**src/rtl/mmu_pkg.sv**
```systemverilog
// Shared constants for the MMU family: function-code bit, supervisor region map,
// translation FSM states and the faulting page-table entry value.
package mmu_pkg;

   localparam int FC_SUPER_BIT = 2;

   // Last vpn of each supervisor region; regions are contiguous from 0x000.
   localparam logic [11:0] RAM_LAST   = 12'h3FF;
   localparam logic [11:0] ROM_LAST   = 12'h7FF;
   localparam logic [11:0] IO_LAST    = 12'h8FF;
   localparam logic [11:0] BOARD_LAST = 12'h97F;
   localparam logic [11:0] PTAB_LAST  = 12'h9FF;
   localparam logic [11:0] MAP1_LAST  = 12'hAFF;
   localparam logic [11:0] MAP2_LAST  = 12'hBFF;

   localparam logic [5:0] RAM_BASE   = 6'h20;
   localparam logic [5:0] ROM_BASE   = 6'h10;
   localparam logic [7:0] IO_BASE    = 8'h03;
   localparam logic [8:0] BOARD_BASE = 9'h002;
   localparam logic [8:0] PTAB_BASE  = 9'h004;
   localparam logic [3:0] GFX_BASE   = 4'h3;

   localparam logic [15:0] PTE_FAULT = 16'h0000;

   typedef enum logic [1:0] {
      ST_IDLE,
      ST_FETCH,
      ST_RESP
   } state_t;

endpackage

```
**src/rtl/mmu_super_decode.sv**
```systemverilog
// Combinational supervisor page decode: fixed regions plus two windows whose
// high PPN bits come from the super_map registers. Shared with the legacy MMU.
module mmu_super_decode
   import mmu_pkg::*;
(
   input  logic [11:0] vpn,
   input  logic [7:0]  super_map_1,
   input  logic [7:0]  super_map_2,
   output logic [15:0] ppn
);

   always_comb begin
      ppn = {GFX_BASE, vpn};
      if (vpn <= RAM_LAST)
         ppn = {RAM_BASE, vpn[9:0]};
      else if (vpn <= ROM_LAST)
         ppn = {ROM_BASE, vpn[9:0]};
      else if (vpn <= IO_LAST)
         ppn = {IO_BASE, vpn[7:0]};
      else if (vpn <= BOARD_LAST)
         ppn = {BOARD_BASE, vpn[6:0]};
      else if (vpn <= PTAB_LAST)
         ppn = {PTAB_BASE, vpn[6:0]};
      else if (vpn <= MAP1_LAST)
         ppn = {super_map_1, vpn[7:0]};
      else if (vpn <= MAP2_LAST)
         ppn = {super_map_2, vpn[7:0]};
   end

endmodule

```
**src/rtl/mmu_tlb.sv**
```systemverilog
// Clocked MMU: supervisor decode plus a task-tagged round-robin TLB filled from
// page-table RAM. Define MMU_TLB_STATS_EN to add saturating hit/miss counters.
module mmu_tlb
   import mmu_pkg::*;
#(
   parameter int TASK_BITS   = 4,
   parameter int TLB_ENTRIES = 4,
   parameter int VPN_BITS    = 12,
   parameter int PPN_BITS    = 16
) (
   input  logic                          clk,
   input  logic                          rst_n,
   input  logic                          req_valid,
   output logic                          req_ready,
   input  logic [VPN_BITS-1:0]           req_vpn,
   input  logic [2:0]                    req_fc,
   input  logic [TASK_BITS-1:0]          task_id,
   input  logic [7:0]                    super_map_1,
   input  logic [7:0]                    super_map_2,
   input  logic                          tlb_flush,
   output logic                          resp_valid,
   output logic [PPN_BITS-1:0]           resp_ppn,
   output logic                          resp_fault,
   output logic                          pt_rd,
   output logic [TASK_BITS+VPN_BITS-1:0] pt_addr,
   input  logic [PPN_BITS-1:0]           pt_data,
   input  logic                          pt_ack
`ifdef MMU_TLB_STATS_EN
   ,
   output logic [15:0]                   stat_hits,
   output logic [15:0]                   stat_misses
`endif
);

   localparam int TAG_W = TASK_BITS + VPN_BITS;
   localparam int PTR_W = $clog2(TLB_ENTRIES);

   state_t                state_q, state_d;
   logic [TAG_W-1:0]      tag_q  [TLB_ENTRIES];
   logic [PPN_BITS-1:0]   data_q [TLB_ENTRIES];
   logic [TLB_ENTRIES-1:0] valid_q;
   logic [PTR_W-1:0]      rep_ptr_q;
   logic [PPN_BITS-1:0]   fill_data_q;
   logic                  flush_pend_q;
   logic [TAG_W-1:0]      req_tag;
   logic                  accept, is_super, hit, fill;
   logic [PPN_BITS-1:0]   hit_ppn, super_ppn;

   assign req_tag  = {task_id, req_vpn};
   assign accept   = req_valid && req_ready;
   assign is_super = req_fc[FC_SUPER_BIT];
   // A flush seen anywhere during the fetch (or on the ack edge) cancels the fill.
   assign fill     = (state_q == ST_FETCH) && pt_ack && (pt_data != PTE_FAULT)
                     && !flush_pend_q && !tlb_flush;

   always_comb begin
      hit     = 1'b0;
      hit_ppn = '0;
      for (int i = 0; i < TLB_ENTRIES; i++) begin
         if (valid_q[i] && (tag_q[i] == req_tag)) begin
            hit     = 1'b1;
            hit_ppn = data_q[i];
         end
      end
   end

   mmu_super_decode u_super_decode (
      .vpn         (req_vpn),
      .super_map_1 (super_map_1),
      .super_map_2 (super_map_2),
      .ppn         (super_ppn)
   );

   always_ff @(posedge clk or negedge rst_n) begin
      if (!rst_n) state_q <= ST_IDLE;
      else        state_q <= state_d;
   end

   always_comb begin
      state_d   = state_q;
      req_ready = 1'b0;
      unique case (state_q)
         ST_IDLE: begin
            req_ready = 1'b1;
            if (req_valid && !is_super && !hit) state_d = ST_FETCH;
         end
         ST_FETCH: if (pt_ack) state_d = ST_RESP;
         ST_RESP:  state_d = ST_IDLE;
         default:  state_d = ST_IDLE;
      endcase
   end

   always_ff @(posedge clk or negedge rst_n) begin
      if (!rst_n) begin
         resp_valid   <= 1'b0;
         resp_ppn     <= '0;
         resp_fault   <= 1'b0;
         pt_rd        <= 1'b0;
         pt_addr      <= '0;
         flush_pend_q <= 1'b0;
         valid_q      <= '0;
         rep_ptr_q    <= '0;
      end else begin
         resp_valid <= 1'b0;
         unique case (state_q)
            ST_IDLE: begin
               if (accept) begin
                  if (is_super) begin
                     resp_valid <= 1'b1;
                     resp_ppn   <= super_ppn;
                     resp_fault <= 1'b0;
                  end else if (hit) begin
                     resp_valid <= 1'b1;
                     resp_ppn   <= hit_ppn;
                     resp_fault <= 1'b0;
                  end else begin
                     pt_rd        <= 1'b1;
                     pt_addr      <= req_tag;
                     flush_pend_q <= 1'b0;
                  end
               end
            end
            ST_FETCH: begin
               if (tlb_flush) flush_pend_q <= 1'b1;
               if (pt_ack)    pt_rd        <= 1'b0;
            end
            ST_RESP: begin
               resp_valid <= 1'b1;
               resp_ppn   <= fill_data_q;
               resp_fault <= (fill_data_q == PTE_FAULT);
            end
            default: ;
         endcase
         if (tlb_flush) begin
            valid_q <= '0;
         end else if (fill) begin
            valid_q[rep_ptr_q] <= 1'b1;
            rep_ptr_q          <= rep_ptr_q + 1'b1;
         end
      end
   end

   // Entry payload and fetched data carry no reset; valid bits gate their use.
   always_ff @(posedge clk) begin
      if ((state_q == ST_FETCH) && pt_ack) fill_data_q <= pt_data;
      if (fill) begin
         tag_q[rep_ptr_q]  <= pt_addr;
         data_q[rep_ptr_q] <= pt_data;
      end
   end

`ifdef MMU_TLB_STATS_EN
   always_ff @(posedge clk or negedge rst_n) begin
      if (!rst_n) begin
         stat_hits   <= '0;
         stat_misses <= '0;
      end else if (accept && !is_super) begin
         if (hit) begin
            if (stat_hits != 16'hFFFF) stat_hits <= stat_hits + 16'd1;
         end else begin
            if (stat_misses != 16'hFFFF) stat_misses <= stat_misses + 16'd1;
         end
      end
   end
`endif

endmodule

```
**config.mk**
```make
export PLATFORM = sky130hd
export DESIGN_NAME = mmu_tlb
export DESIGN_NICKNAME = d
export VERILOG_FILES = /design/src/rtl/mmu_pkg.sv /design/src/rtl/mmu_super_decode.sv /design/src/rtl/mmu_tlb.sv
export SDC_FILE = /design/constraint.sdc
export NUM_CORES = 1
export LEC_CHECK = 0
export ABC_AREA = 0
export CAP_MARGIN = 20
export CORE_MARGIN = 3
export CORE_UTILIZATION = 56
export CTS_CLUSTER_SIZE = 10
export DETAILED_ROUTE_END_ITERATION = 7
export GPL_TIMING_DRIVEN = 1
export PLACE_DENSITY = 0.84
export SLEW_MARGIN = 25
export SYNTH_ARGS = -nofsm -noshare
export SYNTH_HDL_FRONTEND = slang
export SYNTH_SLANG_ARGS = --single-unit
export TNS_END_PERCENT = 20
```
**constraint.sdc**
```tcl
create_clock -name clk -period 3.65 [get_ports clk]
set_input_delay 1.095 -clock clk [delete_from_list [all_inputs] [get_ports clk]]
set_output_delay 1.095 -clock clk [all_outputs]
set_load 0.1 [all_outputs]
```
**Word level (Yosys, flattened, before mapping)**

Memory sizes are Yosys's and may differ from the RTL's.
Cells that the tools add are included.

- Memories kept: 2
- Bits in registers: 60
- Logic and storage cells: 114
- Output and inout port bits: 36
- Input port bits: 56
- Memory bits (writable): 128

- Order comparisons: 9
- Add/subtract/negate cells: 1
- Mux-type cells: 47
- Reduce and logical (&&, ||, !) cells: 28
- Equality and inequality tests: 13
- Bitwise gates (word level): 4

Memories:

| name | words | width | rd ports | clocked after memory_dff | write ports | RTL line | source |
|---|---|---|---|---|---|---|---|
| data_q | 4 | 16 | 4 | 0 | 1 | mmu_tlb.sv:40 | `logic [PPN_BITS-1:0] data_q [TLB_ENTRIES];` |
| tag_q | 4 | 16 | 4 | 0 | 1 | mmu_tlb.sv:39 | `logic [TAG_W-1:0] tag_q [TLB_ENTRIES];` |

Operator list:

| operator | count |
|---|---|
| 2-to-1 mux 16 bit | 14 |
| equality test 16 bit | 4 |
| less-or-equal comparator 12 bit (second input constant) | 5 |
| one-hot mux 16 bit (2 select lines) | 1 |
| 2-to-1 mux 1 bit | 22 |
| logical NOT 16 bit | 1 |
| nonzero test 16 bit | 1 |
| less-or-equal comparator 12 x 10 -> 1 bit (second input constant) | 1 |
| less-or-equal comparator 12 x 11 -> 1 bit (second input constant) | 1 |
| logical AND 1 bit | 12 |
| != test 2 bit (second input constant) | 6 |
| AND reduction 5 bit | 2 |
| 2-to-1 mux 4 bit | 2 |
| one-hot mux 1 bit (2 select lines) | 4 |
| nonzero test 2 bit | 3 |
| logical NOT 1 bit | 4 |
| 2-to-1 mux 2 bit | 2 |
| OR 4 bit | 1 |
| one-hot mux 2 bit (2 select lines) | 1 |
| AND reduction 2 bit | 2 |
| AND reduction 4 bit | 1 |
| less-than comparator 2 x 3 -> 1 bit (second input constant) | 1 |
| != test 3 bit (second input constant) | 1 |
| NOT 1 bit | 3 |
| 7 further kinds | 7 |

**Depth between registers and ports, before layout**

Gate-level depths: netlist of run 1.

- Depth in word-level cells: 11
- Depth in mapped cells: 10
- Gate-level depth less buffers: 7

**Modules after synthesis**

From an unflattened synthesis of run 1, not the netlist that was laid out.

- Cell total of the unflattened synthesis: 547
- Area total of the unflattened synthesis: 8150.3 µm²

By module, submodules not included:

| module | sequential area each (µm²) | cells each | instances | area each (µm²) |
|---|---|---|---|---|
| mmu_tlb | 5425.2 | 507 | 1 | 7870.0 |
| mmu_super_decode | 0.0 | 40 | 1 | 280.3 |

**Least setup slack after synthesis of run 1**

OpenSTA, ideal clock, no wires.

- Path kind: input port to flip-flop
- Start point: input pt_ack
- End point: memory data_q[0][0] (enable)
- Arrival: 3201 ps
- Setup time: 393 ps
- Setup slack: 56 ps
- Cell stages on the path: 5
- Required time: 3257 ps
- Cells stage by stage: nand2_1 -> nor2_1 -> and3_1 -> clkbuf_1 -> and2_1

- Cells in the longest elaborated chain, start to end: 6

RTL lines:

| what | RTL line | source |
|---|---|---|
| start, declared | mmu_tlb.sv:27 | `input logic pt_ack` |
| logical AND 1 bit (2 in series) | mmu_tlb.sv:53 | `assign fill = (state_q == ST_FETCH) && pt_ack && (pt_data != PTE_FAULT)` |
| logical AND 1 bit (2 in series) | mmu_tlb.sv:54 | `&& !flush_pend_q && !tlb_flush;` |
| 2-to-1 mux 1 bit | mmu_tlb.sv:146 | `if (fill) begin` |
| 2-to-1 mux 1 bit (implied by the code) | mmu_tlb.sv:148 | `data_q[rep_ptr_q] <= pt_data;` |
| end, declared | mmu_tlb.sv:40 |  |

Every way passes these cells.

**Worst setup path after layout of run 1**

- Start point: input req_vpn[6]
- End point: register resp_ppn[13]

- Cells in the longest elaborated chain, start to end: 11
- Elaborated cells between the ends (all ways): 36
- Those cells by class: order compare: 7; eq/ne: 5; mux: 19; reduce/logical: 5

RTL lines:

| what | RTL line | source |
|---|---|---|
| start, declared | mmu_tlb.sv:15 | `input logic [VPN_BITS-1:0] req_vpn,` |
| less-or-equal comparator 12 bit | mmu_super_decode.sv:26 | `else if (vpn <= MAP2_LAST)` |
| 2-to-1 mux 16 bit | mmu_super_decode.sv:26 |  |
| 2-to-1 mux 16 bit | mmu_super_decode.sv:24 | `else if (vpn <= MAP1_LAST)` |
| 2-to-1 mux 16 bit | mmu_super_decode.sv:22 | `else if (vpn <= PTAB_LAST)` |
| 2-to-1 mux 16 bit | mmu_super_decode.sv:20 | `else if (vpn <= BOARD_LAST)` |
| 2-to-1 mux 16 bit | mmu_super_decode.sv:18 | `else if (vpn <= IO_LAST)` |
| 2-to-1 mux 16 bit | mmu_super_decode.sv:16 | `else if (vpn <= ROM_LAST)` |
| 2-to-1 mux 16 bit | mmu_super_decode.sv:14 | `if (vpn <= RAM_LAST)` |
| 2-to-1 mux 16 bit | mmu_tlb.sv:108 | `if (is_super) begin` |
| 2-to-1 mux 16 bit | mmu_tlb.sv:107 | `if (accept) begin` |
| one-hot mux 16 bit (2 select lines) | mmu_tlb.sv:105 | `unique case (state_q)` |
| end signal, assigned | mmu_tlb.sv:110 | `resp_ppn <= super_ppn;` |
| end signal, assigned | mmu_tlb.sv:114 | `resp_ppn <= hit_ppn;` |
| end signal, assigned | mmu_tlb.sv:129 | `resp_ppn <= fill_data_q;` |
| end, declared | mmu_tlb.sv:22 | `output logic [PPN_BITS-1:0] resp_ppn,` |

Several ways; a longest one is shown, not always the timed one. The select of a mux whose other input is x is not followed.
A chain may end at the register's enable or synchronous reset.

==> results.yml, run 1 <==
routing:
  drcViolationCount: 0
  drtAntennaViolNets: 0
  dr.first_iter.drc_count: 696
  first_pass_iters: 5
  post_drt_via_cell_ratio: 6.18
  routed_wl_mm: 20.4
  detail_route.wl_per_cell_um: 22.7
  vias: 5558
global_routing:
  global_route.usage.total: 0.265
  grt_first_pass_wirelength_mm: 32.0
  global_route.overflow_total: 0
  antenna_found_initial: 0
  grt_pass1_vias: 5768
  grt_start_max_net_pins: 45
setup_path:
  worstPathCellList: "clkdlybuf4s50_1 > buf_4 > xor2_1 > or3_1 > nor4_4 > nor4b_2 > buf_4 > o21ai_0 > a22o_1"
  worst_r2r_endpoint: "resp_ppn[9]$_DFFE_PN0P_"
  path_common_cell: "buf_4"
  critPathArrivalTime_ns: 3.69
  termination_of_the_worst_setup_path: "resp_ppn[13]$_DFFE_PN0P_"
  reg2regPathDepth: 9
  path_max_fanout: 11
  timing.critical_path.slowest_cell_delay_ns: 0.64
  regToRegStartpoint: "tag_q[2][12]$_DFFE_PP_"
  cp-start-kind: "primary input"
  critical-path-slowest-cell: "clkdlybuf4s50_1"
  timing.critical_path.from: "req_vpn[6]"
  regToRegSetupSlack_ns: 1.14
  worstSetupEndpointType: "register"
  critPathKind: "in -> reg"
  critPathRequiredTime_ns: 3.97
clocking:
  postCtsSetupRepairBufs: 0
  cts.htree.levels: 4
  postCtsResizedCells: 0
  tritoncts.num_buffers: 17
  clkTransAtPathRegs_ns: 0.06
  clkLatencyLatePin_ns: 0.43
  cts_sinks: 188
  max-clock-path-buffers: 2
  cts_tree: "built"
  hold_buffers: 0
  cts_root_buf: "clkbuf_16"
synthesis:
  netlist-cell-type-count: 59
  yosysWarnings: 0
  synthesis.area_per_instance_um2: 14.1
  syn_inst: 573
  netlist_area_um2: 8080
  synth_flop_cell: "edfxtp_1"
  synth-edff-count: 144
  synth_fp_nets: 633
  synth-async-reset-ratio: 0.234
  synth-seq-cells: 188
  synth-seq-area-share: 0.671
floorplan:
  floorplan.die.width_um: 126
  floorplan.die_area_um2: 15900
  initial_standard_cell_utilization_of_the_core: 0.578
  ios: 92
  core-area_um2: 14000
  die_y_um: 126
  floorplan.rows: 43
place:
  post-dp-hpwl_mm: 14.1
  place_area_um2: 9410
  buffer_ports.inserted: 89
  gp_congestion: 0.900
power_and_ir_drop:
  power_density_nw_per_um2: 593
  power.ir.vdd_worst_uv: 361
  power.leakage_nw: 3.66
sta:
  slew_headroom: 0.558
  fmaxAchievable_ghz: 0.296
  final_hold_viol_count: 0
  final_number_of_max_transition_violations: 0
  layout_worst_path_cycle_share: 0.925
  grt_setup_unrepaired: "false"
  clock_skew_ns: 0.00831
  worst_slew_pin_slew_ns: 0.664
  min_period_ns: 3.38
  final.hold.worst_slack_ns: 0.493
  final-setup-viol-count: 0
final_layout:
  final_area_um2: 9980
  num-nets-final: 767
  n_antenna_cell: 0
  synth_to_layout_area_growth_pct: 23.4
  fillCellCount: 914
  drive_above_1_share: 0.217
flow_run:
  maximum_capacitance_violations: 0
hold_path:
  hold_path_class: "reg -> reg"
run_status:
  status: "complete, no violations"
## area by class of cell
cell class / count / area, um^2 / share of cell area
clock buffers: 22 / 474 / 0.0475
repair buffers: 149 / 1270 / 0.128
well taps: 180 / 225 / 0.0226
multi-input cells: 332 / 2410 / 0.242
clock inverters: 10 / 92.6 / 0.00928
inverters: 19 / 71.3 / 0.00715
flip-flops and latches: 188 / 5430 / 0.544
## report_power, final
| part | switching, mW | leakage, nW | internal [mW] |
|---|---|---|---|
| clock | 0.759 | 0.270 | 0.992 |
| combinational | 1.11 | 1.55 | 0.384 |
| sequential | 0.156 | 1.84 | 2.52 |
## metal layers
layer  part of all wire  track usage  routed length [um]  vias up
li1                   -            -                   -     2441
met3              0.092       0.0649                1880       42
met2               0.49        0.439               10100      337
met4              0.021       0.0934                 429        0
met5                  0            0                   0        -
met1               0.39        0.344                8060     2738
## registers in the layout, indices dropped and copies added, names as in the netlist, 2 cells and up
signal	count
data_q	64
fill_data_q	16
state_q	2
valid_q	4
rep_ptr_q	2
resp_ppn	16
pt_addr	16
tag_q	64
## through the flow
stage	TNS [ns]	cells	worst slack, ns	util	power (mW)
2_1_floorplan	0	573	0.0558	-	3.76
3_3_place_gp	-1.41	868	-0.0817	0.672	4.16
3_5_place_dp	-3.35	868	-0.153	0.673	4.21
4_1_cts	0	900	0.275	0.713	5.93
5_1_grt	0	900	0.181	0.713	6.11
6_report	0	900	0.275	0.713	5.92
## critical path: cells and delay by family
kind	cells	cell delay, ns
buf+inv	3	1.16
xor+xnor	1	0.19
simple gates	3	0.88
compound gates	2	0.35
## cells by family (layout without fill, tap and decap cells)
| kind of cell | after synthesis | count (layout) | synth area share |
|---|---|---|---|
| DFF | 188 | 188 | 0.671 |
| AOI/OAI and AO/OA | 122 | 122 | 0.110 |
| and+or+nand+nor | 122 | 122 | 0.0839 |
| xor gates and xnor gates | 65 | 65 | 0.0723 |
| buffers and inverters | 53 | 200 | 0.0300 |
| muxes | 19 | 19 | 0.0262 |
| adders and majority gates | 4 | 4 | 0.00619 |
## synthesized netlist by cell type, drive strengths merged, types with 9 or more instances
cell    count  area [um^2]
clkbuf     18         67.6
nor3        9         45.0
nor4       12          105
xor2       24          210
o21ai      29          145
nand4      11         68.8
inv        18         67.6
a21oi      15         75.1
mux2       17          191
nand2      33          126
xnor2      41          374
edfxtp    144         4320
dfrtp      44         1100
nand3      11         55.1
buf        16          104
nor2       15         56.3
## cell usage in the layout (no fill, tap or decap), types with 9 or more instances in the layout
cell | synthesis | layout
edfxtp_1 | 144 | 144
buf_4 | 0 | 95
a21oi_1 | 15 | 15
nand2_1 | 32 | 32
o21ai_0 | 25 | 25
dfrtp_1 | 44 | 44
nor3_1 | 9 | 9
xnor2_1 | 39 | 39
nor4_1 | 10 | 10
nand4_1 | 11 | 11
nor2_1 | 15 | 15
clkbuf_16 | 0 | 17
inv_1 | 18 | 18
mux2_2 | 16 | 16
xor2_1 | 24 | 24
nand3_1 | 11 | 11
clkdlybuf4s50_1 | 0 | 52
## worst min path at each step
stage,from,to,slack (ns),cells past startpoint
finish,valid_q[1]$_DFFE_PN0P_,valid_q[1]$_DFFE_PN0P_,0.49,1
global route,valid_q[1]$_DFFE_PN0P_,valid_q[1]$_DFFE_PN0P_,0.51,1
CTS,valid_q[1]$_DFFE_PN0P_,valid_q[1]$_DFFE_PN0P_,0.49,1
detailed placement,valid_q[1]$_DFFE_PN0P_,valid_q[1]$_DFFE_PN0P_,0.48,1
global placement,valid_q[3]$_DFFE_PN0P_,valid_q[3]$_DFFE_PN0P_,0.46,1
floorplan,valid_q[3]$_DFFE_PN0P_,valid_q[3]$_DFFE_PN0P_,0.45,1
Note: power is estimated with default switching activity, not from simulation.
==> run 2: changes to the inputs <==
--- a/config.mk
+++ b/config.mk
@@ -8,11 +8,12 @@
 export ABC_AREA = 0
 export CAP_MARGIN = 20
 export CORE_MARGIN = 3
-export CORE_UTILIZATION = 56
+export CORE_UTILIZATION = 40
+export CTS_CLUSTER_DIAMETER = 60
 export CTS_CLUSTER_SIZE = 10
 export DETAILED_ROUTE_END_ITERATION = 7
 export GPL_TIMING_DRIVEN = 1
-export PLACE_DENSITY = 0.84
+export PLACE_DENSITY = 0.64
 export SLEW_MARGIN = 25
 export SYNTH_ARGS = -nofsm -noshare
 export SYNTH_HDL_FRONTEND = slang
==> run 2 against run 1 <==
Sequential share of layout area fell by 1.1 points. Setup slack got worse by 0.17 ns. Global-route usage fell by 7.1 points. Routed wire length rose by 2.0%. Die area rose by 38%. Register-to-register slack got worse by 0.09 ns. Final cell count rose by 11%. Total power fell by 0.66%. Critical path type unchanged. Count of clock-buffer cells in the layout fell by 4. Via count fell by 2.6%. Design area rose by 2.2%. Sequential cell count did not move.
==> results.yml, run 2 (synthesis gave the netlist of run 1 again) <==
run_status:
  status: "complete, no violations"
sta:
  clock_skew_ns: 0.0126
  final-setup-viol-count: 0
  min_period_ns: 3.55
  final_hold_viol_count: 0
  grt_setup_unrepaired: "false"
  fmaxAchievable_ghz: 0.282
  final_number_of_max_transition_violations: 0
  slew_headroom: 0.397
  final.hold.worst_slack_ns: 0.497
  worst_slew_pin_slew_ns: 0.904
  setup_tns_ns: 0
  layout_worst_path_cycle_share: 0.972
floorplan:
  floorplan.die.width_um: 148
  ios: 92
  die_y_um: 148
  floorplan.die_area_um2: 21900
  initial_standard_cell_utilization_of_the_core: 0.411
  floorplan.rows: 51
  core-area_um2: 19700
hold_path:
  hold_path_class: "reg -> reg"
final_layout:
  synth_to_layout_area_growth_pct: 26.1
  final_area_um2: 10200
  layout_commonest_cell: "edfxtp_1"
  postLayoutCoreUtil: 0.519
  num-nets-final: 780
  layout_top_registers: "data_q: 64 flops, tag_q: 64 flops"
  fillCellCount: 1740
  drive_above_1_share: 0.235
  layout.cells.most_common_list: "edfxtp_1, buf_4, clkdlybuf4s50_1, dfrtp_1, xnor2_1"
  n_antenna_cell: 0
flow_run:
  maximum_capacitance_violations: 0
routing:
  drcViolationCount: 0
  drtAntennaViolNets: 0
  routed_wl_mm: 20.8
  post_drt_via_cell_ratio: 5.42
  first_pass_iters: 7
  detail_route.wl_per_cell_um: 20.9
  dr.first_iter.drc_count: 540
  vias: 5412
power_and_ir_drop:
  switching_share: 0.354
  comb_power_share: 0.255
  power_density_nw_per_um2: 577
  power.ir.vdd_worst_uv: 327
  power.switching_mw: 2.08
  power.leakage_nw: 3.72
  totalPowerFinal_mw: 5.88
  clockPowerShare: 0.290
  power_report.internal_total_mw: 3.80
  sequentialPowerShare: 0.455
setup_path:
  path_max_fanout: 7
  critPathKind: "in -> reg"
  critPathArrivalTime_ns: 3.85
  cp-start-kind: "primary input"
  worstSetupEndpointType: "register"
  critPathRequiredTime_ns: 3.95
  regToRegSetupSlack_ns: 1.05
place:
  post-dp-hpwl_mm: 15.1
  gp_congestion: 0.858
  buffer_ports.inserted: 89
  place_area_um2: 9650
global_routing:
  global_route.usage.total: 0.194
  grt_start_max_net_pins: 34
  antenna_found_initial: 0
  grt_first_pass_wirelength_mm: 32.5
  global_route.overflow_total: 0
  grt_pass1_vias: 5610
clocking:
  postCtsSetupRepairBufs: 0
  cts.htree.levels: 4
  postCtsResizedCells: 0
  cts_root_buf: "clkbuf_16"
  max-clock-path-buffers: 2
  cts_tree: "built"
  cts_sinks: 188
  tritoncts.num_buffers: 17
  hold_buffers: 0
  clkLatencyLatePin_ns: 0.43
  clkTransAtPathRegs_ns: 0.07
## run 2: changes by cell type in the layout (fill, tap and decap cells not counted), moves of 3 or more
cell,change
buf_12,+3
buf_4,+9
clkbuf_8,-3
inv_6,+5
## run 2: per-layer routing
layer | wire length, um | vias to the layer above | global-route usage
met5 | 0 | - | 0
met1 | 8920 | 2722 | 0.258
met2 | 10300 | 191 | 0.324
li1 | - | 2473 | -
met4 | 294 | 0 | 0.0600
met3 | 1320 | 26 | 0.0378
## run 2: critical path, stage by stage
cell and delay (ns):
clkdlybuf4s50_1 0.77, xor2_1 0.20, nor4_1 0.09, buf_4 0.15
nand4_1 0.06, nor4_1 0.07, nor4b_2 0.74, buf_4 0.28
nand2b_1 0.24, o211ai_1 0.14
## run 2: worst paths after layout
path,startpoint,endpoint,depth (start not counted)
max,req_vpn[1],resp_ppn[9]$_DFFE_PN0P_,10
min,valid_q[1]$_DFFE_PN0P_,valid_q[1]$_DFFE_PN0P_,1
max reg2reg,tag_q[2][13]$_DFFE_PP_,resp_ppn[3]$_DFFE_PN0P_,8
min reg2reg,valid_q[1]$_DFFE_PN0P_,valid_q[1]$_DFFE_PN0P_,1
max in group asynchronous,rst_n,resp_ppn[7]$_DFFE_PN0P_,2
min in group asynchronous,rst_n,pt_addr[7]$_DFFE_PN0P_,1
## run 2: power by group through the flow
stage | sequential [mW] | clock [mW] | combinational [mW]
global placement | 2.71 | 0 | 1.49
detailed placement | 2.72 | 0 | 1.51
floorplan | 3.43 | 0 | 0.339
CTS | 2.68 | 1.73 | 1.51
finish | 2.68 | 1.71 | 1.50
global route | 2.70 | 1.82 | 1.57
## run 2: per-stage QoR
step | setup slack (ns) | cells
floorplan | 0.0558 | 573
global placement | -0.272 | 966
detailed placement | -0.305 | 966
CTS | 0.115 | 998
global route | 0.0550 | 998
finish | 0.102 | 998
## run 2: final cells by class
cell class | instances | area [um^2] | area share
Timing Repair Buffer | 162 | 1410 | 0.138
Clock inverter | 14 | 111 | 0.0109
Tap cell | 265 | 332 | 0.0325
Clock buffer | 18 | 429 | 0.0421
Inverter | 19 | 71.3 | 0.00700
Multi-Input combinational cell | 332 | 2420 | 0.237
Sequential cell | 188 | 5430 | 0.532
